--- config.mk ---
export PLATFORM = sky130hd
export DESIGN_NAME = multicycle_control_unit
export DESIGN_NICKNAME = d
export VERILOG_FILES = /design/src/rtl/multicycle_control_unit_pkg.sv /design/src/rtl/multicycle_control_unit_output_decode.sv /design/src/rtl/multicycle_control_unit.sv
export SDC_FILE = /design/constraint.sdc
export NUM_CORES = 1
export LEC_CHECK = 0
export CAP_MARGIN = 20
export CORE_UTILIZATION = 40
export DETAILED_ROUTE_END_ITERATION = 16
export PLACE_DENSITY_LB_ADDON = 0.1
export RECOVER_POWER = 100
export SLEW_MARGIN = 0
export SYNTH_ARGS = -nofsm -noshare
export SYNTH_HDL_FRONTEND = slang
export SYNTH_SLANG_ARGS = --single-unit
--- constraint.sdc ---
create_clock -name CLK -period 2 [get_ports CLK]
set_input_delay 0.5 -clock CLK [delete_from_list [all_inputs] [get_ports CLK]]
set_output_delay 0.5 -clock CLK [all_outputs]
set_load 0.02 [all_outputs]
--- src/rtl/multicycle_control_unit_pkg.sv ---
// Shared encodings for the multi-cycle controller: opcodes, FSM states,
// ALU operation codes and PC source selects.
package multicycle_control_unit_pkg;

   localparam int unsigned OPW_DEF    = 6;
   localparam int unsigned ALUOPW_DEF = 3;

   localparam logic [5:0] OP_ADD   = 6'b000000;
   localparam logic [5:0] OP_SUB   = 6'b000001;
   localparam logic [5:0] OP_ADDIU = 6'b000010;
   localparam logic [5:0] OP_AND   = 6'b010000;
   localparam logic [5:0] OP_ANDI  = 6'b010001;
   localparam logic [5:0] OP_ORI   = 6'b010010;
   localparam logic [5:0] OP_SLT   = 6'b100110;
   localparam logic [5:0] OP_SLTI  = 6'b100111;
   localparam logic [5:0] OP_SW    = 6'b110000;
   localparam logic [5:0] OP_LW    = 6'b110001;
   localparam logic [5:0] OP_BEQ   = 6'b110100;
   localparam logic [5:0] OP_BNE   = 6'b110101;
   localparam logic [5:0] OP_J     = 6'b111000;
   localparam logic [5:0] OP_HALT  = 6'b111111;

   typedef enum logic [3:0] {
      S_IF     = 4'b0000,
      S_ID     = 4'b0001,
      S_EXE_AL = 4'b0010,
      S_WB_AL  = 4'b0011,
      S_EXE_LS = 4'b0100,
      S_MEM    = 4'b0101,
      S_WB_LD  = 4'b0110,
      S_EXE_BR = 4'b0111,
      S_HALT   = 4'b1000
   } stateT;

   localparam logic [2:0] ALU_ADD = 3'b000;
   localparam logic [2:0] ALU_SUB = 3'b001;
   localparam logic [2:0] ALU_SLT = 3'b010;
   localparam logic [2:0] ALU_AND = 3'b100;
   localparam logic [2:0] ALU_OR  = 3'b101;

   localparam logic [1:0] PC_NEXT   = 2'b00;
   localparam logic [1:0] PC_BRANCH = 2'b01;
   localparam logic [1:0] PC_JUMP   = 2'b10;

   // True for opcodes that take the EXE_AL/WB_AL path
   function automatic logic isAluOp(input logic [5:0] op);
      case (op)
         OP_ADD, OP_SUB, OP_ADDIU, OP_AND, OP_ANDI,
         OP_ORI, OP_SLT, OP_SLTI:  return 1'b1;
         default:                  return 1'b0;
      endcase
   endfunction

   // True for every opcode the controller recognises
   function automatic logic isKnownOp(input logic [5:0] op);
      case (op)
         OP_SW, OP_LW, OP_BEQ, OP_BNE, OP_J, OP_HALT: return 1'b1;
         default:                                     return isAluOp(op);
      endcase
   endfunction

endpackage

--- src/rtl/multicycle_control_unit_output_decode.sv ---
// Combinational decode of (state, opcode, zero) into every datapath
// select and write enable.
module mc_output_decode
   import multicycle_control_unit_pkg::*;
#(
   parameter int unsigned OPW    = OPW_DEF,
   parameter int unsigned ALUOPW = ALUOPW_DEF
) (
   input  stateT             state,
   input  logic [OPW-1:0]    Opcode,
   input  logic              Zero,
   output logic              PCWre,
   output logic              IRWre,
   output logic              InsMemRW,
   output logic              ExtSel,
   output logic              ALUSrcB,
   output logic [ALUOPW-1:0] ALUOp,
   output logic              RegDst,
   output logic              RegWre,
   output logic              DBDataSrc,
   output logic              mRD,
   output logic              mWR,
   output logic [1:0]        PCSrc,
   output logic              Halted
);

   // Per-state control decode; everything defaults to 0
   always_comb begin
      PCWre     = 1'b0;
      IRWre     = 1'b0;
      InsMemRW  = 1'b0;
      ExtSel    = 1'b0;
      ALUSrcB   = 1'b0;
      ALUOp     = ALU_ADD;
      RegDst    = 1'b0;
      RegWre    = 1'b0;
      DBDataSrc = 1'b0;
      mRD       = 1'b0;
      mWR       = 1'b0;
      PCSrc     = PC_NEXT;
      Halted    = 1'b0;
      case (state)
         S_IF: begin
            IRWre    = 1'b1;
            InsMemRW = 1'b1;
         end
         S_ID: begin
            if (Opcode == OP_J) begin
               PCWre = 1'b1;
               PCSrc = PC_JUMP;
            end else if (!isKnownOp(Opcode)) begin
               PCWre = 1'b1;
               PCSrc = PC_NEXT;
            end
         end
         S_EXE_AL, S_WB_AL: begin
            case (Opcode)
               OP_ADD:   begin ALUOp = ALU_ADD; RegDst = 1'b1; end
               OP_SUB:   begin ALUOp = ALU_SUB; RegDst = 1'b1; end
               OP_AND:   begin ALUOp = ALU_AND; RegDst = 1'b1; end
               OP_SLT:   begin ALUOp = ALU_SLT; RegDst = 1'b1; end
               OP_ADDIU: begin ALUOp = ALU_ADD; ALUSrcB = 1'b1; ExtSel = 1'b1; end
               OP_SLTI:  begin ALUOp = ALU_SLT; ALUSrcB = 1'b1; ExtSel = 1'b1; end
               OP_ANDI:  begin ALUOp = ALU_AND; ALUSrcB = 1'b1; end
               OP_ORI:   begin ALUOp = ALU_OR;  ALUSrcB = 1'b1; end
               default:  ;
            endcase
            if (state == S_WB_AL) begin
               RegWre = 1'b1;
               PCWre  = 1'b1;
            end
         end
         S_EXE_LS, S_MEM, S_WB_LD: begin
            ALUSrcB = 1'b1;
            ALUOp   = ALU_ADD;
            ExtSel  = 1'b1;
            if (state == S_MEM) begin
               if (Opcode == OP_SW) begin
                  mWR   = 1'b1;
                  PCWre = 1'b1;
               end else begin
                  mRD = 1'b1;
               end
            end else if (state == S_WB_LD) begin
               mRD       = 1'b1;
               DBDataSrc = 1'b1;
               RegWre    = 1'b1;
               PCWre     = 1'b1;
            end
         end
         S_EXE_BR: begin
            ALUOp  = ALU_SUB;
            ExtSel = 1'b1;
            PCWre  = 1'b1;
            if ((Opcode == OP_BEQ && Zero) || (Opcode == OP_BNE && !Zero))
               PCSrc = PC_BRANCH;
         end
         S_HALT: Halted = 1'b1;
         default: ;
      endcase
   end

endmodule

--- src/rtl/multicycle_control_unit.sv ---
// Multi-cycle controller top: state register and next-state logic; the
// control outputs come from mc_output_decode.
module multicycle_control_unit
   import multicycle_control_unit_pkg::*;
#(
   parameter int unsigned OPW    = OPW_DEF,
   parameter int unsigned ALUOPW = ALUOPW_DEF
) (
   input  logic              CLK,
   input  logic              Reset,
   input  logic [OPW-1:0]    Opcode,
   input  logic              Zero,
   output logic              PCWre,
   output logic              IRWre,
   output logic              InsMemRW,
   output logic              ExtSel,
   output logic              ALUSrcB,
   output logic [ALUOPW-1:0] ALUOp,
   output logic              RegDst,
   output logic              RegWre,
   output logic              DBDataSrc,
   output logic              mRD,
   output logic              mWR,
   output logic [1:0]        PCSrc,
   output logic [3:0]        State,
   output logic              Halted
);

   stateT stateReg;
   stateT stateNext;

   // State register; reset overrides any pending transition, HALT included
   always_ff @(posedge CLK) begin
      if (Reset) stateReg <= S_IF;
      else       stateReg <= stateNext;
   end

   // Next-state sequencing through the instruction phases
   always_comb begin
      stateNext = S_IF;
      case (stateReg)
         S_IF: stateNext = S_ID;
         S_ID: begin
            if (isAluOp(Opcode))                          stateNext = S_EXE_AL;
            else if (Opcode == OP_LW || Opcode == OP_SW)  stateNext = S_EXE_LS;
            else if (Opcode == OP_BEQ || Opcode == OP_BNE) stateNext = S_EXE_BR;
            else if (Opcode == OP_HALT)                   stateNext = S_HALT;
            else                                          stateNext = S_IF;
         end
         S_EXE_AL: stateNext = S_WB_AL;
         S_WB_AL:  stateNext = S_IF;
         S_EXE_LS: stateNext = S_MEM;
         S_MEM:    stateNext = (Opcode == OP_LW) ? S_WB_LD : S_IF;
         S_WB_LD:  stateNext = S_IF;
         S_EXE_BR: stateNext = S_IF;
         S_HALT:   stateNext = S_HALT;
         default:  stateNext = S_IF;
      endcase
   end

   assign State = stateReg;

   mc_output_decode #(
      .OPW    (OPW),
      .ALUOPW (ALUOPW)
   ) uDecode (
      .state     (stateReg),
      .Opcode    (Opcode),
      .Zero      (Zero),
      .PCWre     (PCWre),
      .IRWre     (IRWre),
      .InsMemRW  (InsMemRW),
      .ExtSel    (ExtSel),
      .ALUSrcB   (ALUSrcB),
      .ALUOp     (ALUOp),
      .RegDst    (RegDst),
      .RegWre    (RegWre),
      .DBDataSrc (DBDataSrc),
      .mRD       (mRD),
      .mWR       (mWR),
      .PCSrc     (PCSrc),
      .Halted    (Halted)
   );

endmodule

==> impl_results.md, run 1 <==
* Initial Util at 45.2%
* Die height at 41.5 µm
* # IOs at 29
* Synthesized area at 626 µm²
* IO buf count at 28
* Synth warnings at 0
* Simple-gate share of the synthesized area at 46.8%
* Compound-Gate Fraction of Synth Area at 27.4%
* Row cnt at 13
* Outcome: stopped before the end
* XOR/XNOR Fraction of Synth Area at 4.20%
* Die W at 41.5 µm
* Yosys cell types at 39
* Synth Instances at 93
* H-tree level count at 1
* Tool error: [ERROR DPL-0038] Utilization greater than 100%, impossible to legalize
* Synth Net Count at 102
* Main combinational cell family by area after synthesis: simple AND/OR/NAND/NOR gates
* Worst-path end type: output port
* #FFs+latches synth at 4
* Step where the flow halted: global routing (5_1_grt)
* CTS buffer count at 3
* Mux share of post-synthesis cell area at 0%
* Clk buf depth at 2
* GPL Wtd Cong at 0.899
* Pin count of the biggest net entering global routing at 13
* CTS sink count at 4
* Seq/Total Area, Yosys at 12.8%
* Avg Cell Area, Syn at 6.73 µm²
* Dpl hpwl at 1930 µm
* Root buffer cell: clkbuf_4
* Cts hold-fix bufs at 0
* Synth Area in Adders at 1.60%
* Worst_ep grt: mRD
* Setup WS pre-CTS at -1.05 ns
==> cells in the mapped netlist <==
| cell type | instances | area, µm² |
|---|---|---|
| and2_1 | 1 | 6.26 |
| a32oi_1 | 1 | 8.76 |
| a41oi_1 | 1 | 8.76 |
| nand2b_1 | 6 | 37.5 |
| nor2_1 | 9 | 33.8 |
| nor4b_1 | 1 | 8.76 |
| or4b_2 | 1 | 10.0 |
| clkbuf_1 | 6 | 22.5 |
| or4_1 | 1 | 7.51 |
| a2bb2oi_1 | 1 | 8.76 |
| o21ai_0 | 2 | 10.0 |
| or2_2 | 2 | 12.5 |
| or4_4 | 1 | 11.3 |
| o21a_1 | 3 | 22.5 |
| o21bai_1 | 1 | 7.51 |
| or3_1 | 2 | 12.5 |
| o41ai_1 | 1 | 8.76 |
| o22ai_1 | 1 | 6.26 |
| a211oi_2 | 1 | 12.5 |
| and2b_1 | 1 | 7.51 |
| nand3_1 | 4 | 20.0 |
| dfxtp_1 | 4 | 80.1 |
| a21oi_1 | 2 | 10.0 |
| nor2b_1 | 4 | 25.0 |
| maj3_1 | 1 | 10.0 |
| o32ai_1 | 1 | 8.76 |
| nand2b_2 | 1 | 8.76 |
| nor3_1 | 6 | 30.0 |
| buf_2 | 3 | 15.0 |
| and3_1 | 2 | 12.5 |
| o31a_1 | 1 | 8.76 |
| buf_4 | 1 | 7.51 |
| a31oi_1 | 2 | 12.5 |
| nand2_1 | 6 | 22.5 |
| xor2_1 | 1 | 8.76 |
| nand3b_1 | 1 | 7.51 |
| xnor2_1 | 2 | 17.5 |
| a211oi_1 | 5 | 37.5 |
| nor4_1 | 3 | 18.8 |
==> per-stage QoR <==
| step | instance area [µm²] | hold slack [ns] | TNS (ns) | std cells |
|---|---|---|---|---|
| floorplan | 674 | 0.573 | -0.226 | 93 |
| global placement | 1170 | 0.702 | -10.00 | 159 |
| detailed placement | 1170 | 0.727 | -10.56 | 159 |
| CTS | 1300 | 0.749 | -0.537 | 169 |
==> kinds of logic after synthesis <==
| family | count (synthesis) |
|---|---|
| buffers and inverters | 10 |
| and+or+nand+nor | 52 |
| adders and majority gates | 1 |
| DFF | 4 |
| AOI/OAI and AO/OA | 23 |
| xor gates and xnor gates | 3 |
==> timing repair <==
item | in CTS
setup buffers | 6
pin swaps | 12
setup endpoints to repair | 18
gates cloned | 1
resized for setup | 118
==> run 2, diff against run 1 <==
CORE_AREA = 2 2 63 65   (was not set)
CORE_UTILIZATION = not set   (was 40)
DIE_AREA = 0 0 65 67   (was not set)
PLACE_DENSITY_LB_ADDON = 0.15   (was 0.1)
==> run 2 against run 1 <==
The flow now finishes, with violations (setup timing). Area after synthesis is the same. Synthesized cell count is the same.
==> impl_results.md, run 2 <==
* Outcome: finished, violations left (was stopped before the end)
* Failing checks: setup timing
* Top area cells in the synthesized netlist: dfxtp_1, a211oi_1, nand2b_1, nor2_1, nor3_1 (unchanged)
* Area of the multi-input gates at 653 µm²
* Worst EP arrival at 1.61 ns
* Die W at 65 µm (was 41.5 µm)
* Routed Wire Length at 2590 µm
* F_max at 0.475 GHz
* Root buffer cell: clkbuf_8 (was clkbuf_4)
* Crit path setup slack, layout at -0.106 ns
* Clk buf depth at 2 (unchanged)
* Initial Util at 17.3% (was 45.2%)
* First-pass GRT wire length at 4120 µm
* Met3 Usage GRT at 0.845%
* # IOs at 29 (unchanged)
* Via density at 4.44
* Max Cap Viol at 0
* Post-synthesis async set-or-reset flop share at 0% (unchanged)
* Synthesized area at 626 µm² (unchanged)
* Hold Crit Class: flop to flop
* Area occupied by registers at 81.3 µm²
* Top-area cell type share of the netlist area at 12.8% (unchanged)
* #FFs+latches synth at 4 (unchanged)
* Yosys cell types at 39 (unchanged)
* Most frequent cells in the layout: buf_4, buf_6, nor2_1
* Synth cell count leaders: nor2_1, clkbuf_1, nand2_1, nand2b_1, nor3_1 (unchanged)
* Synth Net Count at 102 (unchanged)
* Max_slew headroom at 77.8%
* Clock skew at 0.00295 ns
* Layout cell share with drive strength beyond 1 at 58.0%
* CTS sink count at 4 (unchanged)
* Hold slack at 0.722 ns
* Worst Max-Slew Pin Slew at 0.331 ns
* Routed WL per cell at 12.6 µm
* Critical R2R Launch: State[0]
* Final hold violations at 0
* Post-route ant nets at 0
* Gr ovfl total at 0
* Count leader, synth: nor2_1 (unchanged)
* Max FFs per register at 4
* DRT Pass-1 Iters at 2
* EDFF count, synth at 0 (unchanged)
* Insertion delay to the later sink of the worst-skew pair at 0.21 ns
* Critical-path maximum fanout at 4
* Busiest grt layer: met2
* IO buf count at 28 (unchanged)
* Most common cell after layout, fill and taps aside: buf_4
* Area grow syn2layout at 128%
* Row cnt at 22 (was 13)
* Die ar. at 4360 µm²
* Critical Path Source: Opcode[4]
* Core area at 3610 µm²
* Final nets at 168
* Startpoint Class: primary input
* Die height at 67 µm (was 41.5 µm)
* Pin count of the biggest net entering global routing at 13
* Critical Path RT at 1.50 ns
* WHS Endpoint: State[0]
* Setup CP Type: primary input to output pin
* Hold path start: State[3]
* Pwr dens at 326 nW/µm²
* Synth area leader: dfxtp_1 (unchanged)
* R2R Path End: State[1]
* Period utilization at 105%
* Ys flop type: dfxtp_1 (unchanged)
* H-tree level count at 1 (unchanged)
* Met1 usage at 14.9%
* Antenna cell count at 0
* Worst R2R Path Depth at 6
* Setup WS pre-CTS at -1.03 ns (was -1.05 ns)
* Synth Instances at 93 (unchanged)
* RSZ-0062 raised after global routing: true
* CTS buffer count at 3 (unchanged)
* Vias in the first global route at 872
* GRT Total Usage at 12.3%
* GPL Wtd Cong at 0.805 (was 0.899)
* # DRC at 0
* Slew Limit Fails at 0
* Worst setup EP type: output pin
* Worst vdd ir at 257 µV
* # fillers at 389
* Static Leak at 0.597 nW
* Avg Cell Area, Syn at 6.73 µm² (unchanged)
* Seq/Total Area, Yosys at 12.8% (unchanged)
* Final worst path period need at 2.11 ns
* R2R setup slack at 0.34 ns
* Cts hold-fix bufs at 0 (unchanged)
* GR Layer Usage met2 at 22.0%
* Initial antenna violation count at 0
* Dpl hpwl at 2060 µm (was 1930 µm)
* CTS tree: done
* DR iter-0 viols at 16
* Final setup viols at 4
* Hold depth at 3
* Final Power at 0.000464 W
* DR vias at 911
* Worst-path clk slew at 0.03 ns
* Synth warnings at 0 (unchanged)
==> run 2: cell counts after synthesis <==
No cell type changed its count.
==> run 2: report_power, final <==
part / switching [W] / leakage [nW] / internal, W
registers: 0.00000228 / 0.0332 / 0.0000834
logic: 0.000101 / 0.543 / 0.000111
clock network: 0.0000390 / 0.0216 / 0.000128
total: 0.000142 / 0.597 / 0.000323
==> run 2: worst max-delay path by stage <==
stage | endpoint | slack [ns] | cells past startpoint
2_1_floorplan | PCSrc[0] | -0.11 | 3
3_3_place_gp | PCWre | -1.06 | 6
3_5_place_dp | PCSrc[0] | -1.03 | 5
4_1_cts | PCWre | -0.11 | 6
5_1_grt | PCWre | -0.15 | 6
6_report | PCWre | -0.11 | 6
==> run 2: what timing repair did <==
item | 4_1_cts | 5_1_grt
pin swaps | 5 | 5
gates resized for setup | 112 | 24
buffers inserted | 4 | 0
setup endpoints to repair | 18 | 11
==> run 2: layer usage <==
metal,share of wire (%),vias to the layer above,routed length (µm)
met1,44,426,1150
li1,-,472,-
met2,52,11,1350
met4,0.73,0,19
met3,2.4,2,62
met5,0,-,0
==> run 2: critical path, cell delays in order <==
cell	delay, ns
buf_8	0.09
nand2_4	0.04
or4_4	0.55
a2bb2oi_2	0.16
o32ai_2	0.09
buf_4	0.18
==> run 2: cell families (layout without fill, tap and decap cells) <==
group	count (synthesis)	after routing	synth area share (%)
flops	4	4	12.8
fa+ha+maj	1	1	1.60
compound gates	23	23	27.4
buf+inv	10	74	7.20
simple gates	52	52	46.8
xor+xnor	3	3	4.20
==> run 2: layout make-up <==
type	instances	area share (%)
clock buffers	3	2.90
repair buffers	71	41.4
multi-input cells	79	45.8
well taps	48	4.21
flip-flops and latches	4	5.71
==> run 2: per-stage QoR <==
step,instance area [µm²],setup TNS [ns],utilization (%),instances
CTS,1360,-0.358,37.6,205
global placement,1260,-10.91,34.9,198
detailed placement,1260,-11.11,34.9,198
global route,1430,-0.518,39.5,205
floorplan,674,-0.226,-,93
finish,1430,-0.239,39.5,205
No activity file was read; power rests on OpenSTA's default activity.
